[config.mk]
export PLATFORM = sky130hd
export DESIGN_NAME = selectmap_cfg_master_flat
export DESIGN_NICKNAME = d
export VERILOG_FILES = /design/src/rtl/selectmap_cfg_pkg.sv /design/src/rtl/selectmap_cfg_if.sv /design/src/rtl/cfg_sync2.sv /design/src/rtl/selectmap_cfg_master.sv /design/src/flat_wrapper.sv
export SDC_FILE = /design/constraint.sdc
export NUM_CORES = 1
export LEC_CHECK = 0
export CELL_PAD_IN_SITES_DETAIL_PLACEMENT = 1
export CELL_PAD_IN_SITES_GLOBAL_PLACEMENT = 1
export CORE_MARGIN = 4
export CORE_UTILIZATION = 40
export CTS_CLUSTER_SIZE = 16
export DETAILED_ROUTE_END_ITERATION = 7
export HOLD_SLACK_MARGIN = 0.15
export PLACE_DENSITY = 0.76
export SETUP_SLACK_MARGIN = 0.15
export SLEW_MARGIN = 10
export SYNTH_ARGS = -nofsm -noshare
export SYNTH_HDL_FRONTEND = slang
export SYNTH_SLANG_ARGS = --single-unit
[constraint.sdc]
create_clock -name CLK -period 2.7 [get_ports CLK]
set_input_delay 0.405 -clock CLK [delete_from_list [all_inputs] [get_ports CLK]]
set_output_delay 0.405 -clock CLK [all_outputs]
set_load 0.01 [all_outputs]
[src/rtl/selectmap_cfg_pkg.sv]
// Shared types and helpers for the SelectMAP x8 configuration master.
// Holds the sequencer state encoding, the ERR_CODE values and small
// elaboration-time helpers used by the top level.
package selectmap_cfg_pkg;

  typedef enum logic [3:0] {
    IDLE,
    PROG_LOW,
    WAIT_INIT,
    LOAD,
    CLK_LO,
    CLK_HI,
    WAIT_DONE,
    STARTUP,
    SUCCESS,
    ERROR
  } cfg_state_t;

  typedef logic [1:0] err_code_t;

  localparam err_code_t ERR_NONE    = 2'd0;
  localparam err_code_t ERR_INIT_TO = 2'd1;
  localparam err_code_t ERR_CRC     = 2'd2;
  localparam err_code_t ERR_DONE_TO = 2'd3;

  // Larger of two integers, used to size shared counters.
  function automatic int max2(input int a, input int b);
    return (a > b) ? a : b;
  endfunction

  // Reverse bit order of a byte (raw .bin streams are LSB-first on D0).
  function automatic logic [7:0] bit_rev8(input logic [7:0] b);
    logic [7:0] r;
    for (int i = 0; i < 8; i++) r[i] = b[7-i];
    return r;
  endfunction

endpackage

[src/rtl/selectmap_cfg_if.sv]
// Byte-stream source and SelectMAP pin bundle for the configuration master.
//
// Byte handshake: in the byte-fetch state the master takes DATA_IN and
// DATA_LAST on the rising CLK edge where DATA_VALID is high. DATA_READY is
// high for exactly one CLK cycle after that edge to say the byte was
// consumed; the source then presents the next byte (or drops DATA_VALID).
// DATA_VALID may stay low for any length of time without error.
interface selectmap_cfg_if;
  logic [7:0] DATA_IN;
  logic       DATA_VALID;
  logic       DATA_LAST;
  logic       DATA_READY;
  logic       PROG_B;
  logic       INIT_B;
  logic       FPGA_DONE;
  logic       FPGA_BUSY_B;
  logic       CCLK;
  logic       FPGA_CS_B;
  logic       FPGA_RDWR_B;
  logic [7:0] FPGA_D;

  modport master (
    input  DATA_IN, DATA_VALID, DATA_LAST, INIT_B, FPGA_DONE, FPGA_BUSY_B,
    output DATA_READY, PROG_B, CCLK, FPGA_CS_B, FPGA_RDWR_B, FPGA_D
  );

  modport slave (
    output DATA_IN, DATA_VALID, DATA_LAST, INIT_B, FPGA_DONE, FPGA_BUSY_B,
    input  DATA_READY, PROG_B, CCLK, FPGA_CS_B, FPGA_RDWR_B, FPGA_D
  );
endinterface

[src/rtl/cfg_sync2.sv]
// Two-flop synchronizer for the asynchronous FPGA status pins.
// RST_VAL is the level the output shows while in reset.
module cfg_sync2 #(
  parameter logic RST_VAL = 1'b0
) (
  input  logic clk,
  input  logic rst_n,
  input  logic d,
  output logic q
);

  logic meta_q;
  logic sync_q;

  // Two back-to-back flops; only sync_q is used downstream.
  always_ff @(posedge clk or negedge rst_n) begin
    if (!rst_n) begin
      meta_q <= RST_VAL;
      sync_q <= RST_VAL;
    end else begin
      meta_q <= d;
      sync_q <= meta_q;
    end
  end

  assign q = sync_q;

endmodule

[src/rtl/selectmap_cfg_master.sv]
// Active SelectMAP x8 configuration master.
// Pulses PROG_B, waits for INIT_B, streams bytes onto FPGA_D with a
// generated CCLK (reissuing a byte when BUSY was low), watches DONE, runs
// the startup clocks and reports CFG_OK or CFG_ERR/ERR_CODE.
// Build option: define SELECTMAP_BITSWAP_EN to bit-reverse every byte at
// latch time so a raw .bin stream can be fed directly.
module selectmap_cfg_master
  import selectmap_cfg_pkg::*;
#(
  parameter int PROG_PULSE_CYCLES   = 64,
  parameter int INIT_TIMEOUT_CYCLES = 65535,
  parameter int CCLK_HALF           = 2,
  parameter int DONE_TIMEOUT_CCLKS  = 1024,
  parameter int STARTUP_CCLKS       = 8
) (
  input  logic                  CLK,
  input  logic                  RST_B,
  input  logic                  START,
  selectmap_cfg_if.master       bus,
  output logic                  CFG_BUSY,
  output logic                  CFG_OK,
  output logic                  CFG_ERR,
  output logic [1:0]            ERR_CODE,
  output cfg_state_t            dbg_state
);

  // Phase counter covers PROG pulse, INIT wait and CCLK half periods;
  // edge counter covers DONE wait and startup rising edges.
  localparam int PH_MAX = max2(max2(PROG_PULSE_CYCLES, INIT_TIMEOUT_CYCLES), CCLK_HALF);
  localparam int PH_W   = $clog2(PH_MAX) + 1;
  localparam int ED_MAX = max2(DONE_TIMEOUT_CCLKS, STARTUP_CCLKS);
  localparam int ED_W   = $clog2(ED_MAX) + 1;

  localparam logic [PH_W-1:0] PROG_LAST = PH_W'(PROG_PULSE_CYCLES - 1);
  localparam logic [PH_W-1:0] INIT_LAST = PH_W'(INIT_TIMEOUT_CYCLES - 1);
  localparam logic [PH_W-1:0] HALF_LAST = PH_W'(CCLK_HALF - 1);
  localparam logic [ED_W-1:0] DONE_LIM  = ED_W'(DONE_TIMEOUT_CCLKS);
  localparam logic [ED_W-1:0] SU_LIM    = ED_W'(STARTUP_CCLKS);

  logic init_s, done_s, busy_b_s;

  cfg_sync2 #(.RST_VAL(1'b0)) u_sync_init (.clk(CLK), .rst_n(RST_B), .d(bus.INIT_B),      .q(init_s));
  cfg_sync2 #(.RST_VAL(1'b0)) u_sync_done (.clk(CLK), .rst_n(RST_B), .d(bus.FPGA_DONE),   .q(done_s));
  cfg_sync2 #(.RST_VAL(1'b1)) u_sync_busy (.clk(CLK), .rst_n(RST_B), .d(bus.FPGA_BUSY_B), .q(busy_b_s));

  logic [7:0] d_in;
`ifdef SELECTMAP_BITSWAP_EN
  assign d_in = bit_rev8(bus.DATA_IN);
`else
  assign d_in = bus.DATA_IN;
`endif

  cfg_state_t      state_q, state_d;
  logic [PH_W-1:0] ph_q, ph_d;
  logic [ED_W-1:0] ed_q, ed_d;
  logic            prog_b_q, prog_b_d;
  logic            cclk_q, cclk_d;
  logic            cs_b_q, cs_b_d;
  logic [7:0]      fd_q, fd_d;
  logic            last_q, last_d;
  logic            ready_q, ready_d;
  logic            busy_q, busy_d;
  logic            ok_q, ok_d;
  logic            err_q, err_d;
  err_code_t       code_q, code_d;

  logic            err_go;
  err_code_t       err_sel;

  // Next-state and next-output logic for the configuration sequencer.
  always_comb begin
    state_d  = state_q;
    ph_d     = ph_q;
    ed_d     = ed_q;
    prog_b_d = prog_b_q;
    cclk_d   = cclk_q;
    cs_b_d   = cs_b_q;
    fd_d     = fd_q;
    last_d   = last_q;
    ready_d  = 1'b0;
    ok_d     = ok_q;
    err_d    = err_q;
    code_d   = code_q;
    err_go   = 1'b0;
    err_sel  = ERR_NONE;

    case (state_q)
      IDLE, SUCCESS, ERROR: begin
        if (START) begin
          state_d  = PROG_LOW;
          ph_d     = '0;
          prog_b_d = 1'b0;
          ok_d     = 1'b0;
          err_d    = 1'b0;
          code_d   = ERR_NONE;
        end
      end

      PROG_LOW: begin
        if (ph_q >= PROG_LAST) begin
          prog_b_d = 1'b1;
          state_d  = WAIT_INIT;
          ph_d     = '0;
        end else begin
          ph_d = ph_q + 1'b1;
        end
      end

      WAIT_INIT: begin
        if (init_s) begin
          state_d = LOAD;
          cs_b_d  = 1'b0;
        end else if (ph_q >= INIT_LAST) begin
          err_go  = 1'b1;
          err_sel = ERR_INIT_TO;
        end else begin
          ph_d = ph_q + 1'b1;
        end
      end

      LOAD: begin
        if (!init_s) begin
          err_go  = 1'b1;
          err_sel = ERR_CRC;
        end else if (bus.DATA_VALID) begin
          fd_d    = d_in;
          last_d  = bus.DATA_LAST;
          ready_d = 1'b1;
          state_d = CLK_LO;
          ph_d    = '0;
        end
      end

      CLK_LO: begin
        if (!init_s) begin
          err_go  = 1'b1;
          err_sel = ERR_CRC;
        end else if (ph_q >= HALF_LAST) begin
          cclk_d  = 1'b1;
          state_d = CLK_HI;
          ph_d    = '0;
        end else begin
          ph_d = ph_q + 1'b1;
        end
      end

      CLK_HI: begin
        if (!init_s) begin
          err_go  = 1'b1;
          err_sel = ERR_CRC;
        end else if (ph_q >= HALF_LAST) begin
          cclk_d = 1'b0;
          ph_d   = '0;
          if (!busy_b_s) begin
            state_d = CLK_LO;           // byte refused: same FPGA_D again
          end else if (last_q) begin
            state_d = WAIT_DONE;
            cs_b_d  = 1'b1;
            ed_d    = '0;
          end else begin
            state_d = LOAD;
          end
        end else begin
          ph_d = ph_q + 1'b1;
        end
      end

      WAIT_DONE: begin
        if (!init_s) begin
          err_go  = 1'b1;
          err_sel = ERR_CRC;
        end else if (done_s) begin
          state_d = STARTUP;
          cclk_d  = 1'b0;
          ph_d    = '0;
          ed_d    = '0;
        end else if (ph_q >= HALF_LAST) begin
          ph_d = '0;
          if (cclk_q) begin
            cclk_d = 1'b0;
          end else if (ed_q >= DONE_LIM) begin
            err_go  = 1'b1;
            err_sel = ERR_DONE_TO;
          end else begin
            cclk_d = 1'b1;
            ed_d   = ed_q + 1'b1;
          end
        end else begin
          ph_d = ph_q + 1'b1;
        end
      end

      STARTUP: begin
        if (ph_q >= HALF_LAST) begin
          ph_d = '0;
          if (cclk_q) begin
            cclk_d = 1'b0;
            if (ed_q >= SU_LIM) begin
              state_d = SUCCESS;
              ok_d    = 1'b1;
            end
          end else begin
            cclk_d = 1'b1;
            ed_d   = ed_q + 1'b1;
          end
        end else begin
          ph_d = ph_q + 1'b1;
        end
      end

      default: state_d = IDLE;
    endcase

    // Any error parks the pins in a safe idle configuration.
    if (err_go) begin
      state_d  = ERROR;
      err_d    = 1'b1;
      code_d   = err_sel;
      cclk_d   = 1'b0;
      cs_b_d   = 1'b1;
      prog_b_d = 1'b1;
      ph_d     = '0;
    end

    busy_d = (state_d != IDLE) && (state_d != SUCCESS) && (state_d != ERROR);
  end

  // Sequencer state and registered outputs.
  always_ff @(posedge CLK or negedge RST_B) begin
    if (!RST_B) begin
      state_q  <= IDLE;
      ph_q     <= '0;
      ed_q     <= '0;
      prog_b_q <= 1'b1;
      cclk_q   <= 1'b0;
      cs_b_q   <= 1'b1;
      fd_q     <= 8'h00;
      last_q   <= 1'b0;
      ready_q  <= 1'b0;
      busy_q   <= 1'b0;
      ok_q     <= 1'b0;
      err_q    <= 1'b0;
      code_q   <= ERR_NONE;
    end else begin
      state_q  <= state_d;
      ph_q     <= ph_d;
      ed_q     <= ed_d;
      prog_b_q <= prog_b_d;
      cclk_q   <= cclk_d;
      cs_b_q   <= cs_b_d;
      fd_q     <= fd_d;
      last_q   <= last_d;
      ready_q  <= ready_d;
      busy_q   <= busy_d;
      ok_q     <= ok_d;
      err_q    <= err_d;
      code_q   <= code_d;
    end
  end

  assign bus.PROG_B      = prog_b_q;
  assign bus.CCLK        = cclk_q;
  assign bus.FPGA_CS_B   = cs_b_q;
  assign bus.FPGA_RDWR_B = 1'b0;
  assign bus.FPGA_D      = fd_q;
  assign bus.DATA_READY  = ready_q;
  assign CFG_BUSY        = busy_q;
  assign CFG_OK          = ok_q;
  assign CFG_ERR         = err_q;
  assign ERR_CODE        = code_q;
  assign dbg_state       = state_q;

endmodule

[src/flat_wrapper.sv]
// flat-port wrapper written by rule: the top's interface ports become plain ports
module selectmap_cfg_master_flat import selectmap_cfg_pkg::*;
#(
  parameter int PROG_PULSE_CYCLES   = 64,
  parameter int INIT_TIMEOUT_CYCLES = 65535,
  parameter int CCLK_HALF           = 2,
  parameter int DONE_TIMEOUT_CCLKS  = 1024,
  parameter int STARTUP_CCLKS       = 8
)
  (CLK, RST_B, START, CFG_BUSY, CFG_OK, CFG_ERR, ERR_CODE, dbg_state, bus_DATA_IN, bus_DATA_VALID, bus_DATA_LAST, bus_INIT_B, bus_FPGA_DONE, bus_FPGA_BUSY_B, bus_DATA_READY, bus_PROG_B, bus_CCLK, bus_FPGA_CS_B, bus_FPGA_RDWR_B, bus_FPGA_D);
  selectmap_cfg_if bus_i ();
  input  logic CLK;
  input  logic RST_B;
  input  logic START;
  output logic CFG_BUSY;
  output logic CFG_OK;
  output logic CFG_ERR;
  output logic [1:0] ERR_CODE;
  output cfg_state_t dbg_state;
  input wire logic [$bits(bus_i.DATA_IN)-1:0] bus_DATA_IN;
  input wire logic [$bits(bus_i.DATA_VALID)-1:0] bus_DATA_VALID;
  input wire logic [$bits(bus_i.DATA_LAST)-1:0] bus_DATA_LAST;
  input wire logic [$bits(bus_i.INIT_B)-1:0] bus_INIT_B;
  input wire logic [$bits(bus_i.FPGA_DONE)-1:0] bus_FPGA_DONE;
  input wire logic [$bits(bus_i.FPGA_BUSY_B)-1:0] bus_FPGA_BUSY_B;
  output wire logic [$bits(bus_i.DATA_READY)-1:0] bus_DATA_READY;
  output wire logic [$bits(bus_i.PROG_B)-1:0] bus_PROG_B;
  output wire logic [$bits(bus_i.CCLK)-1:0] bus_CCLK;
  output wire logic [$bits(bus_i.FPGA_CS_B)-1:0] bus_FPGA_CS_B;
  output wire logic [$bits(bus_i.FPGA_RDWR_B)-1:0] bus_FPGA_RDWR_B;
  output wire logic [$bits(bus_i.FPGA_D)-1:0] bus_FPGA_D;
  assign bus_i.DATA_IN = bus_DATA_IN;
  assign bus_i.DATA_VALID = bus_DATA_VALID;
  assign bus_i.DATA_LAST = bus_DATA_LAST;
  assign bus_i.INIT_B = bus_INIT_B;
  assign bus_i.FPGA_DONE = bus_FPGA_DONE;
  assign bus_i.FPGA_BUSY_B = bus_FPGA_BUSY_B;
  assign bus_DATA_READY = bus_i.DATA_READY;
  assign bus_PROG_B = bus_i.PROG_B;
  assign bus_CCLK = bus_i.CCLK;
  assign bus_FPGA_CS_B = bus_i.FPGA_CS_B;
  assign bus_FPGA_RDWR_B = bus_i.FPGA_RDWR_B;
  assign bus_FPGA_D = bus_i.FPGA_D;
  selectmap_cfg_master #(.PROG_PULSE_CYCLES(PROG_PULSE_CYCLES), .INIT_TIMEOUT_CYCLES(INIT_TIMEOUT_CYCLES), .CCLK_HALF(CCLK_HALF), .DONE_TIMEOUT_CCLKS(DONE_TIMEOUT_CCLKS), .STARTUP_CCLKS(STARTUP_CCLKS)) u_core (.CLK(CLK), .RST_B(RST_B), .START(START), .bus(bus_i), .CFG_BUSY(CFG_BUSY), .CFG_OK(CFG_OK), .CFG_ERR(CFG_ERR), .ERR_CODE(ERR_CODE), .dbg_state(dbg_state));
endmodule
==> metrics, run 1 <==
register area share after synthesis=roughly 44%; syn avg cell area=8.99 um2; slowest stage delay, CP=~470 ps; Setup-failing EPs final=0; unrepaired setup endpoints after global routing=true; Worst-Skew Late Latency=320 ps; Max Slew Vio Count=0; Hold Crit Class=primary input to asynchronous set/reset pin; die footprint=9540 um2; TritonCTS Buffers=5; post-synthesis xor/xnor area fraction=between 1 and 1.5%; R2R cell count=7; Pint=2040 uW; DR vias=between 2000 and 3000; switching power=~1400 uW; critical path peak fanout=10; via/cell ratio=roughly 5.7; Fin. Hold Viols=0; Reg2Reg Capture Point=u_core.ph_q[1]; register area=between 1000 and 1500 um2; commonest cells after routing, fill and taps aside=52 x nand2_1, 51 x dfrtp_1, 35 x clkdlybuf4s50_1; DRC Markers=0; Worst EP required=about 2900 ps; Sink Count=56; max cap viols=0; count of cell types in the netlist=between 70 and 80; clk_skew=6.92 ps; PD cells=between 800 and 900 nW/um2; GR Overflow Total=0; crit path from=u_core.ph_q[0]; Die Height=roughly 100 um; Clock power frac=between 10 and 15%; multi-input logic area=between 1500 and 2000 um2; Rel. slew slack=between 30% and 40%; Period Utilization, post-route=92.0%; initial drt markers=125; Worst VDD drop=0.384 mV; final worst slack=216 ps; area fraction in compound gates after synthesis=21.9%; diode count=0; Synth warnings=0; antenna violations before repair=0; Logic pwr share=54.6%; Core Footprint=~7800 um2; slew of the pin with the lowest slew margin=1010 ps; synthesis-to-layout area growth=22.0%; Fin Setup TNS=0 ps; first-pass GRT wire length=15.6 mm; largest net degree at the start of global routing=46; Setup CP Type=register to register; sequential fraction of design power=just over 30%; slowest CP cell=dfrtp_2; pre-CTS setup slack=77.5 ps; nature of the critical path startpoint=register; All-Layer GR Usage=about a fifth; Worst-path clk slew=roughly 100 ps; FMAX=between 0.4 and 0.5 GHz; CTS max path bufs=2; EDFF count, synth=0; number of global-route vias before repair=3048; Worst EP arrival=2720 ps; CP Buf/Inv Count=0; ratio of cells with drive above 1 in the final layout=between 15 and 20%; asr flop ratio synth=100%; routed length per instance=18.3 um; area of the mapped netlist=~3200 um2; clock root buffer=clkbuf_8; Worst R2R Setup Slack=~220 ps; DRT Pass-1 Iters=4; combinational family with the most area after synthesis=simple AND/OR/NAND/NOR gates; Initial Util=around two fifths; H-tree depth=2; final net count=430; DIE WIDTH=between 90 and 100 um; FF-to-FF Start=u_core.ph_q[0]; dpl hpwl=just under 7 mm; number of fill cells=942; LEAKAGE=roughly 0.0017 uW; Port-buffer cells=36; CTS tree=yes; leading cell type in the layout, fill and taps excluded=nand2_1; Sw Share=41.3%; I/O Pins=38; Post-Synth Simple-Gate Area=roughly a quarter; crit path time final=roughly 2500 ps; WHS=243 ps; multiplexer share of the synthesized area=less than 1%; Syn Nets=approximately 380; Routed Antenna Nets=0; gpl congestion=about 0.83; Gate Count Post-Synth=about 360; Detailed Route WL=about 9.4 mm; row count=32; CP Cell Sequence=ha_1 > or4_4 > a2111o_1 > a21oi_4 > o211ai_4 > or3_1 > o21ai_0; Synth Area in Adders=under 10%; Crit path max-delay family=compound AO/OA/AOI/OAI gates; status=completed; crit path capture type=register; Top FF cell, synth=dfrtp_1; Seq cells post-synth=56
-- kinds of logic (layout without fill, tap and decap cells) --
family | after synthesis | after routing
simple gates | 165 | 165
flops | 56 | 56
mux | 3 | 3
compound gates | 95 | 95
fa+ha+maj | 5 | 5
buf+inv | 28 | 80
other cells | 1 | 1
xor+xnor | 5 | 5
-- layout make-up --
| cell class | instances | area share (%) |
|---|---|---|
| Timing Repair Buffer | 59 | 13.5 |
| Inverter | 13 | 1.24 |
| Tap cell | 102 | 3.25 |
| Sequential cell | 56 | 35.9 |
| Clock inverter | 2 | 0.255 |
| Multi-Input combinational cell | 274 | 43.8 |
| Clock buffer | 6 | 2.10 |
-- repair_timing --
action / CTS / global route
buffers inserted: 4 / 3
hold buffers: 0 / 0
gates resized for setup: 0 / 9
pin swaps: 1 / 2
setup endpoints to repair: 14 / 20
hold endpoints to repair: 0 / 0
-- worst max path at each step --
stage          cells after the start  slack [ps]              end
6_report                           7         220   u_core.ph_q[1]
5_1_grt                            7         110   u_core.ed_q[5]
4_1_cts                            7         160   u_core.ph_q[1]
3_5_place_dp                       7          80   u_core.ph_q[0]
3_3_place_gp                       7          90   u_core.ph_q[0]
2_1_floorplan                      8         410  u_core.CFG_BUSY
-- metrics by stage --
stage               std cells  power (uW)  instance area, um2  util, %
floorplan                 358        2190                3220        -
global placement          497        2700                3740     48.1
detailed placement        497        2770                3740     48.1
CTS                       509        3360                3860     49.7
global route              512        3740                3930     50.5
finish                    512        3480                3930     50.5
-- Yosys cell counts (all sizes together) (6+ instances only) --
master / number / area (um2)
a211oi: 6 / 45.0
buf: 10 / 63.8
a22o: 9 / 80.1
a21oi: 11 / 62.6
a21o: 6 / 45.0
dfrtp: 52 / 1300
o21ai: 27 / 139
nor2: 32 / 128
nand2: 52 / 195
inv: 12 / 45.0
and2: 7 / 43.8
nor3: 10 / 50.1
nand3: 18 / 90.1
-- state kept, by name, summed over array words and instances, names as in the netlist, 2 cells and up --
name               cells
u_core.ERR_CODE        2
u_core.bus.FPGA_D      8
u_core.dbg_state       4
u_core.ed_q           11
u_core.ph_q           17
-- routing by layer --
metal	part of all wire, %	track usage, %	vias to the layer above
met4	0.92	4.90	0
met5	0	0	-
met3	4.8	3.45	7
li1	-	-	1394
met2	48	32.9	56
met1	46	27.1	1469
-- power groups by stage --
| stage | Combinational [uW] | Clock, uW | Sequential [uW] |
|---|---|---|---|
| floorplan | 1060 | 0 | 1140 |
| global placement | 1610 | 0 | 1090 |
| detailed placement | 1670 | 0 | 1110 |
| CTS | 1780 | 502 | 1080 |
| global route | 2080 | 554 | 1110 |
| finish | 1900 | 495 | 1090 |
-- worst reg2reg max path, stage by stage (launching register included) --
cell	delay, ps
dfrtp_2	470
ha_1	210
or4_4	460
a2111o_1	410
a21oi_4	170
o211ai_4	180
or3_1	380
o21ai_0	110
Power figures use the tool's default switching activity.
==> run 2: changes to the inputs <==
Settings changed: ABC_CLOCK_PERIOD_IN_PS set to 2700.
==> results of run 2 <==
Same layout as run 1: the final DEF is identical, and so are final timing and power.
==> run 3: changes to the inputs <==
Settings changed: ABC_CLOCK_PERIOD_IN_PS 2700 to 2350, CTS_BUF_LIST set to sky130_fd_sc_hd__clkbuf_16.
Clock period 2.7 ns to 2.35 ns, I/O delays scaled along.
==> metrics, run 3 (synthesis results as in run 1) <==
Worst-path clk slew=80 ps (-20 ps); R2R cell count=7 (unchanged); H-tree depth=2 (unchanged); Worst EP required=2570 ps (-360 ps); clk_skew=4.86 ps (-2.05 ps); crit path from=u_core.dbg_state[3]; Max Slew Vio Count=0 (unchanged); Port-buffer cells=36 (unchanged); dpl hpwl=7.26 mm (+6.2%); PD cells=1140 nW/um2 (+29%); Period Utilization, post-route=108% (+16 points); final cell count without fillers=549 (+7.2%); clock root buffer=clkbuf_16; Largest register FFs=17 (unchanged); synthesis-to-layout area growth=44.3%; Reg2Reg Capture Point=u_core.CFG_BUSY; TritonCTS Buffers=5 (unchanged); DR vias=3300 (+13%); row count=32 (unchanged); DIE WIDTH=97.7 um (unchanged); Die Height=97.7 um (unchanged); FMAX=0.395 GHz (-1.9%); gpl congestion=0.865 (+3.7%); leading cell type in the layout, fill and taps excluded=dfrtp_1; diode count=0 (unchanged); Worst VDD drop=0.871 mV (+130%); Final Util=59.8% (+9.3 points); unrepaired setup endpoints after global routing=true; Setup CP Type=register to register; All-Layer GR Usage=23.0% (+3.1 points); crit path capture type=register; worst hold endpoint=u_core.u_sync_done.q; Initial Util=41.4% (unchanged); Setup-failing EPs final=13 (+13); largest net degree at the start of global routing=30 (-35%); I/O Pins=38 (unchanged); Rel. slew slack=46.2% (+13 points); cell mode on critical path=buf_4; FF-to-FF Start=u_core.dbg_state[3]; status=finished, violations left; final net count=467 (+8.6%); DRC Markers=0 (unchanged); nature of the critical path startpoint=register; ratio of cells with drive above 1 in the final layout=30.2% (+15 points); hold path start=u_core.u_sync_done.meta_q; number of fill cells=871 (-7.5%); multi-input logic area=2000 um2 (+16%); Core Footprint=7770 um2 (unchanged); Worst Hold Depth=0; critical path peak fanout=12 (+2); DRT Pass-1 Iters=5 (+1); Fin. Hold Viols=0 (unchanged); Fin Setup TNS=-669 ps (-669 ps); final worst slack=-181 ps (-397 ps); CTS max path bufs=2 (unchanged); slew of the pin with the lowest slew margin=800 ps (-205 ps); CP Cell Sequence=buf_4 > nand2b_1 > buf_4 > nor3_1 > o21ai_1 > a211oi_2 > a311o_1; GR Overflow Total=0 (unchanged); number of global-route vias before repair=3437 (+13%); Worst EP arrival=2750 ps (+30 ps); via/cell ratio=6.01 (+5.2%); Routed Antenna Nets=0 (unchanged); max cap viols=0 (unchanged); initial drt markers=201 (+61%); commonest cells after routing, fill and taps aside=52 x dfrtp_1, 48 x nand2_1, 46 x buf_4; routed length per instance=22.1 um (+21%); slowest CP cell=nor3_1; crit path time final=2530 ps (+47.3 ps); pre-CTS setup slack=-157 ps (-235 ps); LEAKAGE=0.00198 uW (+17%); Worst R2R Setup Slack=-180 ps (-400 ps); Worst-Skew Late Latency=300 ps (-20 ps); failing checks=negative setup slack; Sink Count=56 (unchanged); Detailed Route WL=12.1 mm (+30%); largest register by flop count=u_core.ph_q; Hold Crit Class=register to register; antenna violations before repair=0 (unchanged); CTS tree=yes; total chip power=5310 uW (+52%); die footprint=9540 um2 (unchanged); first-pass GRT wire length=17.8 mm (+14%); register area=1410 um2 (about the same); placed instance count=524 (+5.4%); slowest stage delay, CP=620 ps (+150 ps)
run 3: changes by cell type in the layout (fill, tap and decap cells not counted), moves of 3 or more:
| cell | change |
|---|---|
| a211oi_1 | -3 |
| a21oi_1 | -3 |
| buf_12 | +5 |
| buf_4 | +23 |
| buf_6 | +7 |
| clkbuf_16 | +5 |
| clkbuf_8 | -6 |
| nand2_1 | -4 |
| nand2_2 | +4 |
| o21ai_0 | -13 |
| o21ai_1 | +6 |
| o21ai_2 | +5 |
run 3: power breakdown:
part           switching (uW)  total [uW]  internal (uW)  leakage (uW)
Clock                     377         885            508     0.0000840
Combinational            1660        3190           1530       0.00115
Sequential                104        1230           1130      0.000740
Total                    2140        5310           3160       0.00198
run 3: area by class of cell:
type	count	share of cell area, %
flip-flops and latches	56	30.3
clock buffers	5	2.69
inverters	13	1.05
clock inverters	3	1.02
multi-input cells	275	43.0
well taps	102	2.75
repair buffers	95	19.2
run 3: what timing repair did:
| item | 4_1_cts | 5_1_grt |
|---|---|---|
| pin swaps | 17 | 21 |
| setup buffers | 7 | 8 |
| hold buffers | 1 | 0 |
| gates resized for setup | 41 | 39 |
| endpoints found under the hold margin | 24 | 0 |
| setup endpoints to repair | 35 | 37 |
| gates cloned | 1 | 0 |
run 3: through the flow:
step / instance area, um2 / hold WS [ps]
finish: 4640 / 364
global route: 4640 / 377
CTS: 4390 / 356
detailed placement: 4000 / 339
global placement: 4000 / 334
floorplan: 3240 / 56.9
run 3: how the worst max path moves through the flow:
stage                            to  slack [ps]  cells past startpoint
floorplan            u_core.ph_q[1]         120                      8
global placement     u_core.ph_q[1]        -110                      7
detailed placement   u_core.ph_q[1]        -160                      7
CTS                 u_core.CFG_BUSY           7                      8
global route        u_core.CFG_BUSY        -210                      7
finish              u_core.CFG_BUSY        -180                      7
run 3: routing by layer:
metal / global-route usage [%] / wire length (um) / vias to the layer above
li1: - / - / 1472
met1: 29.9 / 4970 / 1664
met2: 39.3 / 6210 / 128
met3: 3.80 / 524 / 36
met4: 6.82 / 437 / 0
met5: 0 / 0 / -
run 3: critical path, delay by kind of cell, from the launching register on:
kind | cells | cell delay (ps)
and+or+nand+nor | 2 | 810
AOI/OAI and AO/OA | 3 | 880
buffers and inverters | 2 | 370
DFF | 1 | 390
